[src/rtl/text_display_pkg.sv]
// Shared constants, FSM state type and tile address helper for the text display.
package text_display_pkg;

    localparam int unsigned COLS   = 160;
    localparam int unsigned ROWS   = 45;
    localparam int unsigned TILE_W = 8;
    localparam int unsigned TILE_H = 16;
    localparam int unsigned ADDR_W = 14;

    localparam logic [7:0] ASCII_BS    = 8'h08;
    localparam logic [7:0] ASCII_LF    = 8'h0A;
    localparam logic [7:0] ASCII_FF    = 8'h0C;
    localparam logic [7:0] ASCII_CR    = 8'h0D;
    localparam logic [7:0] ASCII_SPACE = 8'h20;

    typedef enum logic [1:0] {
        IDLE  = 2'd0,
        WRITE = 2'd1,
        CLEAR = 2'd2
    } state_t;

    // Row occupies the upper bits so each row starts on a 256-entry boundary.
    function automatic logic [ADDR_W-1:0] tile_addr(input logic [5:0] row, input logic [7:0] col);
        return {row, col};
    endfunction

endpackage

[src/rtl/text_tile_writer.sv]
// ASCII stream to tile BRAM writer with text cursor, control codes and button moves.
// Build option CLEAR_ON_RESET_EN: reset enters a full-screen BLANK sweep instead of IDLE.
module text_tile_writer
    import text_display_pkg::*;
#(
    parameter logic [7:0] BLANK = ASCII_SPACE
) (
    input  logic              clk_75mhz,
    input  logic              rst_sync,
    input  logic              char_valid,
    input  logic [7:0]        char_data,
    output logic              char_ready,
    input  logic [3:0]        move_pulse,
    output logic              bram_we,
    output logic [ADDR_W-1:0] bram_addr,
    output logic [7:0]        bram_wdata,
    output logic [7:0]        cursor_col,
    output logic [5:0]        cursor_row,
    output logic [15:0]       cursor_x_px,
    output logic [15:0]       cursor_y_px,
    output logic              busy
);

    localparam logic [7:0] LAST_COL = 8'(COLS - 1);
    localparam logic [5:0] LAST_ROW = 6'(ROWS - 1);
`ifdef CLEAR_ON_RESET_EN
    localparam state_t RESET_STATE = CLEAR;
`else
    localparam state_t RESET_STATE = IDLE;
`endif

    state_t            state;
    logic [7:0]        col, col_n, sweep_col;
    logic [5:0]        row, row_n, sweep_row;
    logic              sweep_done;
    logic              accept, do_write, start_clear;
    logic [ADDR_W-1:0] wr_addr;
    logic [7:0]        wr_data;

    assign char_ready  = (state == IDLE);
    assign busy        = (state == CLEAR);
    assign accept      = char_valid && char_ready;
    assign cursor_col  = col;
    assign cursor_row  = row;
    assign cursor_x_px = {5'b0, col, 3'b0};
    assign cursor_y_px = {6'b0, row, 4'b0};

    always_comb begin
        col_n       = col;
        row_n       = row;
        do_write    = 1'b0;
        start_clear = 1'b0;
        wr_addr     = tile_addr(row, col);
        wr_data     = char_data;
        if (accept) begin
            if (char_data >= ASCII_SPACE && char_data <= 8'h7E) begin
                do_write = 1'b1;
                if (col == LAST_COL) begin
                    col_n = '0;
                    row_n = (row == LAST_ROW) ? '0 : row + 6'd1;
                end else begin
                    col_n = col + 8'd1;
                end
            end else begin
                case (char_data)
                    ASCII_CR: col_n = '0;
                    ASCII_LF: begin
                        col_n = '0;
                        row_n = (row == LAST_ROW) ? '0 : row + 6'd1;
                    end
                    ASCII_BS: begin
                        // Backspace blanks the tile the cursor lands on, not the one it leaves.
                        wr_data = BLANK;
                        if (col != '0) begin
                            col_n    = col - 8'd1;
                            do_write = 1'b1;
                        end else if (row != '0) begin
                            row_n    = row - 6'd1;
                            col_n    = LAST_COL;
                            do_write = 1'b1;
                        end
                        wr_addr = tile_addr(row_n, col_n);
                    end
                    ASCII_FF: start_clear = 1'b1;
                    default: ;
                endcase
            end
        end else if (state == IDLE && $onehot(move_pulse)) begin
            case (move_pulse)
                4'b1000: if (row != '0)       row_n = row - 6'd1;
                4'b0100: if (row != LAST_ROW) row_n = row + 6'd1;
                4'b0010: if (col != '0)       col_n = col - 8'd1;
                4'b0001: if (col != LAST_COL) col_n = col + 8'd1;
                default: ;
            endcase
        end
    end

    always_ff @(posedge clk_75mhz or posedge rst_sync) begin
        if (rst_sync) begin
            state      <= RESET_STATE;
            col        <= '0;
            row        <= '0;
            sweep_col  <= '0;
            sweep_row  <= '0;
            sweep_done <= 1'b0;
            bram_we    <= 1'b0;
            bram_addr  <= '0;
            bram_wdata <= '0;
        end else begin
            case (state)
                IDLE: begin
                    bram_we <= do_write;
                    if (do_write) begin
                        bram_addr  <= wr_addr;
                        bram_wdata <= wr_data;
                    end
                    col <= col_n;
                    row <= row_n;
                    if (start_clear) begin
                        state      <= CLEAR;
                        col        <= '0;
                        row        <= '0;
                        sweep_col  <= '0;
                        sweep_row  <= '0;
                        sweep_done <= 1'b0;
                    end else if (accept) begin
                        state <= WRITE;
                    end
                end
                WRITE: begin
                    bram_we <= 1'b0;
                    state   <= IDLE;
                end
                CLEAR: begin
                    // Stay one extra cycle after the last write so busy covers it.
                    if (sweep_done) begin
                        bram_we <= 1'b0;
                        state   <= IDLE;
                    end else begin
                        bram_we    <= 1'b1;
                        bram_addr  <= tile_addr(sweep_row, sweep_col);
                        bram_wdata <= BLANK;
                        if (sweep_col == LAST_COL) begin
                            sweep_col <= '0;
                            if (sweep_row == LAST_ROW) sweep_done <= 1'b1;
                            else                       sweep_row  <= sweep_row + 6'd1;
                        end else begin
                            sweep_col <= sweep_col + 8'd1;
                        end
                    end
                end
                default: begin
                    bram_we <= 1'b0;
                    state   <= IDLE;
                end
            endcase
        end
    end

endmodule

[config.mk]
export PLATFORM = sky130hd
export DESIGN_NAME = text_tile_writer
export DESIGN_NICKNAME = d
export VERILOG_FILES = /design/src/rtl/text_display_pkg.sv /design/src/rtl/text_tile_writer.sv
export SDC_FILE = /design/constraint.sdc
export NUM_CORES = 1
export LEC_CHECK = 0
export ABC_AREA = 1
export BUFFER_PORTS_ARGS = -buffer_cell sky130_fd_sc_hd__buf_2
export CORE_AREA = 8 8 118 120
export CTS_BUF_LIST = sky130_fd_sc_hd__clkbuf_4 sky130_fd_sc_hd__clkbuf_8 sky130_fd_sc_hd__clkbuf_16
export DETAILED_ROUTE_END_ITERATION = 7
export DIE_AREA = 0 0 126 128
export PLACE_DENSITY = 0.57
export SYNTH_ARGS = -nofsm -noshare
export SYNTH_HDL_FRONTEND = slang
export SYNTH_SLANG_ARGS = --single-unit
[constraint.sdc]
create_clock -name clk_75mhz -period 5.44 [get_ports clk_75mhz]
set_input_delay 0.272 -clock clk_75mhz [delete_from_list [all_inputs] [get_ports clk_75mhz]]
set_output_delay 0.272 -clock clk_75mhz [all_outputs]
set_load 0.01 [all_outputs]
* Word-level counts from Yosys, hierarchy flattened
Index checks and enable logic that the tools add are counted. W data, S select, Z words.
Storage, ports and cells: register bits 54, logic and storage cells 129, output and inout port bits 71, input bits 15
Cells by class: muxes and demuxes 62, add/sub/neg operators 9, $lt $le $gt $ge 2, reductions and logical operators 18, equality and inequality tests 29
Operators with widths (count):
- $mux W8 | 17
- $mux W6 | 13
- $mux W14 | 5
- $pmux W8 S2 | 4
- $pmux W6 S2 | 3
- $eq A8 B4 Y1 const B | 4
- $pmux W14 S2 | 1
- $add A8 B1 Y8 const B | 2
- $eq A8 B8 Y1 const B | 2
- $mux W1 | 13
- $add A6 B1 Y6 const B | 2
- $eq A6 B6 Y1 const B | 2
- $ne A4 B4 Y1 const B | 3
- $reduce_and A6 Y1 | 2
- $ge A8 B6 Y1 const B | 1
- $le A8 B7 Y1 const B | 1
- $ne A2 B1 Y1 const B | 4
- $ne A8 B8 Y1 const B | 1
- $reduce_bool A4 Y1 | 2
- $reduce_bool A8 Y1 | 1
- $sub A8 B1 Y8 const B | 1
- $mux W2 | 3
- $ne A6 B6 Y1 const B | 1
- $reduce_and A3 Y1 | 2
- 24 further kinds | 30

* Depth between registers and ports, before layout
depth in word-level cells 8, depth in mapped cells 13, mapped depth without buffers 13

* Worst setup path before layout
OpenSTA, ideal clock, no wires.
path type input to register, from input move_pulse[0], to register col[1] (netlist: cursor_col[1]), setup slack 3339 ps, path buffers 0, stages on the path 12, required time 5323 ps, arrival 1984 ps, setup time 117 ps, cells stage by stage inv_1 -> fa_1 -> inv_1 -> ha_1 -> ha_1 -> nand3b_1 -> o21ai_1 -> nand3_1 -> nor2_4 -> inv_2 -> nand2_1 -> nand2_1
Between the ends: longest elaborated chain between the ends 6, elaborated cells on any way between the ends 15, classes of those cells 2 x add/sub; 5 x eq/ne; 4 x mux; 4 x reduce/logical
RTL lines:
- start: declaration | RTL line text_tile_writer.sv:13 | input logic [3:0] move_pulse,
- $add A1 B1 Y2 (implied by the code) | RTL line text_tile_writer.sv:88 | end else if (state == IDLE && $onehot(move_pulse)) begin
- $add A2 B2 Y3 (implied by the code) | RTL line text_tile_writer.sv:88
- $eq A3 B1 Y1 | RTL line text_tile_writer.sv:88
- $logic_and A1 B1 Y1 | RTL line text_tile_writer.sv:88
- $reduce_bool A3 Y1 (no source line)
- $reduce_and A6 Y1 (no source line)
- end signal: assignment | RTL line text_tile_writer.sv:118 | col <= col_n;
- end: declaration | RTL line text_tile_writer.sv:33 | logic [7:0] col, col_n, sweep_col;
Several ways; a longest one is shown, not always the timed one. The select of a mux whose other input is x is not followed. A chain may end at the register's enable or synchronous reset.

* Worst setup path after layout
from register col[0] (netlist: cursor_col[0]), to register bram_wdata[4]
Between the ends: longest elaborated chain between the ends 7
RTL lines:
- $reduce_bool A8 Y1 | RTL line text_tile_writer.sv:74 | if (col != '0) begin
- $mux W1 | RTL line text_tile_writer.sv:74
- $mux W1 | RTL line text_tile_writer.sv:65 | case (char_data)
- $mux W1 | RTL line text_tile_writer.sv:56 | if (char_data >= ASCII_SPACE && char_data <= 8'h7E) begin
- $mux W1 | RTL line text_tile_writer.sv:55 | if (accept) begin
- $ne A2 B1 Y1 (no source line)
- $reduce_and A3 Y1 (no source line)
- end signal: assignment | RTL line text_tile_writer.sv:116 | bram_wdata <= wr_data;
- end: declaration | RTL line text_tile_writer.sv:16 | output logic [7:0] bram_wdata,
No other way between the ends.

==> flow_metrics.env <==
export IMPL_status="complete, no violations"
export IMPL_h_tree_depth=2
export IMPL_p_leak_uw=0.002793
export IMPL_area_delta_synth_final_pct=7.031
export IMPL_fp_row_count=41
export IMPL_grt_remaining_overflow=0
export IMPL_final_cell_mix="nand2_1 (238), nand3_1 (91), buf_2 (67)"
export IMPL_finalCritPeriodShare_pct=44.33
export IMPL_drive_above_1_share_pct=18.66
export IMPL_met1_length_um=5871
export IMPL_dieArea_um2=16130
export IMPL_multi_input_area_um2=2714
export IMPL_power_uw=2271
export IMPL_grt_pass1_vias=4320
export IMPL_grt_first_pass_wirelength_um=21720
export IMPL_cp_arrival_ps=2650
export IMPL_pin_count=86
export IMPL_clockBufferDepth=2
export IMPL_routed_top_layer="met4"
export IMPL_critPathMostFrequentCell="nand2_4"
export IMPL_synth_area_leaders="dfrtp_1 (29%), nand2_1 (19%), nand3_1 (9.7%), buf_4 (5.9%), inv_1 (5.2%)"
export IMPL_antenna_found_initial=0
export IMPL_slew_violations=0
export IMPL_ys_seq_elements=54
export IMPL_grt_use_total_pct=16.60
export IMPL_crit_fanout=21
export IMPL_async_flop_share_pct=100.0
export IMPL_ctsHoldBuffers=0
export IMPL_setup_violations=0
export IMPL_layout_setup_ws_ps=3029
export IMPL_fmaxAchievable_mhz=414.7
export IMPL_final_common_cell="nand2_1"
export IMPL_post_cts_buffers=0
export IMPL_initial_core_util_pct=38.62
export IMPL_dr_pass1_iters=4
export IMPL_core_area_um2=12210
export IMPL_cts_root_buf="clkbuf_16"
export IMPL_power_density_nw_per_um2=450.0
export IMPL_critPathMaxStageDelay_ps=630
export IMPL_critical_path_required_ps=5670
export IMPL_clock_skew_ps=9.638
export IMPL_place_inst=887
export IMPL_num_vias=4421
export IMPL_wl_met3_um=710
export IMPL_min_period_ps=2411
export IMPL_worst_path_max_delay_cell="a21boi_4"
export IMPL_numCtsBuffers=5
export IMPL_dr_first_iter_drc_count=319
export IMPL_post_place_ws_ps=2990
export IMPL_yosysTopAreaCell="dfrtp_1"
export IMPL_wl_um=13100
export IMPL_drc=0
export IMPL_irDropWorstVdd_mv=0.1910
export IMPL_stdcell_count=895
export IMPL_cts_tree="built"
export IMPL_hold_viol_final=0
export IMPL_end_kind="register"
export IMPL_post_drt_wl_per_cell_um=14.64
export IMPL_cts_sinks=54
export IMPL_crit_buf_inv=1
export IMPL_yosysSeqAreaShare_pct=28.65
export IMPL_synth_edff_count=0
export IMPL_path_class="register to register"
export IMPL_synthFlopType="dfrtp_1"
export IMPL_clkSlewWorstSetupHoldPaths_ps=80
export IMPL_clock_latency_ps=320
export IMPL_num_nets_final=773
export IMPL_crit_family="compound AO/OA/AOI/OAI gates"
export IMPL_cp_cell_sequence="inv_2 > ha_1 > nand2_4 > nor2_8 > nand2_4 > nand2_4 > nand2_4 > a21boi_4 > nand2_1 > o21ai_0"
export IMPL_startpoint_type="register"
export IMPL_ys_warn_count=0
export IMPL_drv_cap=0
export IMPL_dr_wl_met2_um=6352
export IMPL_area_sequential_um2=1351
export IMPL_place_hpwl_um=9891
export IMPL_synth_cell_types=36
export IMPL_fillCellCount=1327
export IMPL_avgSynthCellArea_um2=6.661
export IMPL_worst_pin_slew_ps=764.3
export IMPL_synth_area_um2=4716
export IMPL_fp_dieW_um=126
export IMPL_slew_headroom_pct=48.92
export IMPL_ant_nets=0
export IMPL_via_per_inst=4.940
export IMPL_cts_resized=0
export IMPL_rsz0062_at_grt="false"
export IMPL_portBuffers=67
export IMPL_diodes=0
export IMPL_fin_tns_setup_ps=0
export IMPL_grt_max_degree=55
export IMPL_synthCells=708
export IMPL_post_synth_top_area_fraction_pct=28.65
export IMPL_place_gp_congestion=0.9239
export IMPL_hold_path_class="input pin to asynchronous set/reset pin"
export IMPL_fp_dieH_um=128
## cell families (layout without fill, tap and decap cells)
kind of cell               after synthesis  after routing  synth area share (%)
DFF                                     54             54                 28.65
other                                    1             18               0.07952
xor gates and xnor gates                14             14                 2.600
and+or+nand+nor                        431            431                 42.37
adders and majority gates               14             14                 3.874
AOI/OAI and AO/OA                       59             59                 7.217
buffers and inverters                  135            155                 15.20
## power by group
group | switching (µW) | internal [µW]
Sequential | 206 | 504
Clock | 174 | 176
Combinational | 766 | 445
## state kept, by name, summed over array words and instances (netlist names)
register    count
bram_addr      14
bram_we         1
sweep_done      1
cursor_row      6
sweep_row       6
bram_wdata      8
sweep_col       8
state           2
cursor_col      8
## metal layers
layer | vias to the layer above | track usage (%)
li1 | 2260 | -
met1 | 2030 | 20.75
met2 | 119 | 27.98
met3 | 12 | 3.702
met4 | 0 | 4.954
met5 | - | 0
## tightest hold or removal path: stages
cell   delay [ps]
buf_2         100
inv_2          30
buf_4         560
## cells in the mapped netlist, types with 5 or more instances
cell / n
clkbuf_1: 6
buf_2: 6
nor2_2: 9
o211ai_1: 5
xor2_1: 11
o21ai_2: 5
nand2_4: 8
ha_1: 13
nand2_1: 238
dfrtp_1: 54
inv_1: 65
buf_4: 37
o21ai_0: 24
nand4_1: 8
a21oi_1: 18
nand2_2: 12
nor2_1: 45
inv_2: 12
buf_6: 7
nand3_1: 91
o21ai_1: 6
## cell type report
cell class | count | area share, %
Sequential cell | 54 | 26.77
Inverter | 78 | 5.801
Timing Repair Buffer | 69 | 6.941
Multi-Input combinational cell | 536 | 53.77
Clock inverter | 3 | 0.5206
Tap cell | 150 | 3.718
Clock buffer | 5 | 2.479
## worst paths after layout
path / end / slack, ps / depth (start not counted) / startpoint
setup / recovery: bram_wdata[4] / 3030 / 10 / cursor_col[0]
hold / removal: bram_addr[7] / 140 / 3 / rst_sync
setup reg to reg: bram_wdata[4] / 3030 / 10 / cursor_col[0]
hold reg to reg: bram_addr[7] / 480 / 2 / bram_addr[7]
max in group asynchronous: bram_addr[8] / 4830 / 3 / rst_sync
min in group clk_75mhz: bram_wdata[2] / 210 / 3 / char_data[2]
## per-stage QoR
stage / utilization [%] / hold slack, ps / cell area (µm²)
2_1_floorplan: - / 385.1 / 4780
3_3_place_gp: 40.10 / 460.3 / 4896
3_5_place_dp: 40.10 / 459.7 / 4896
4_1_cts: 41.34 / 171.9 / 5047
5_1_grt: 41.34 / 217.8 / 5047
6_report: 41.34 / 143.7 / 5047
Power figures use the tool's default switching activity.
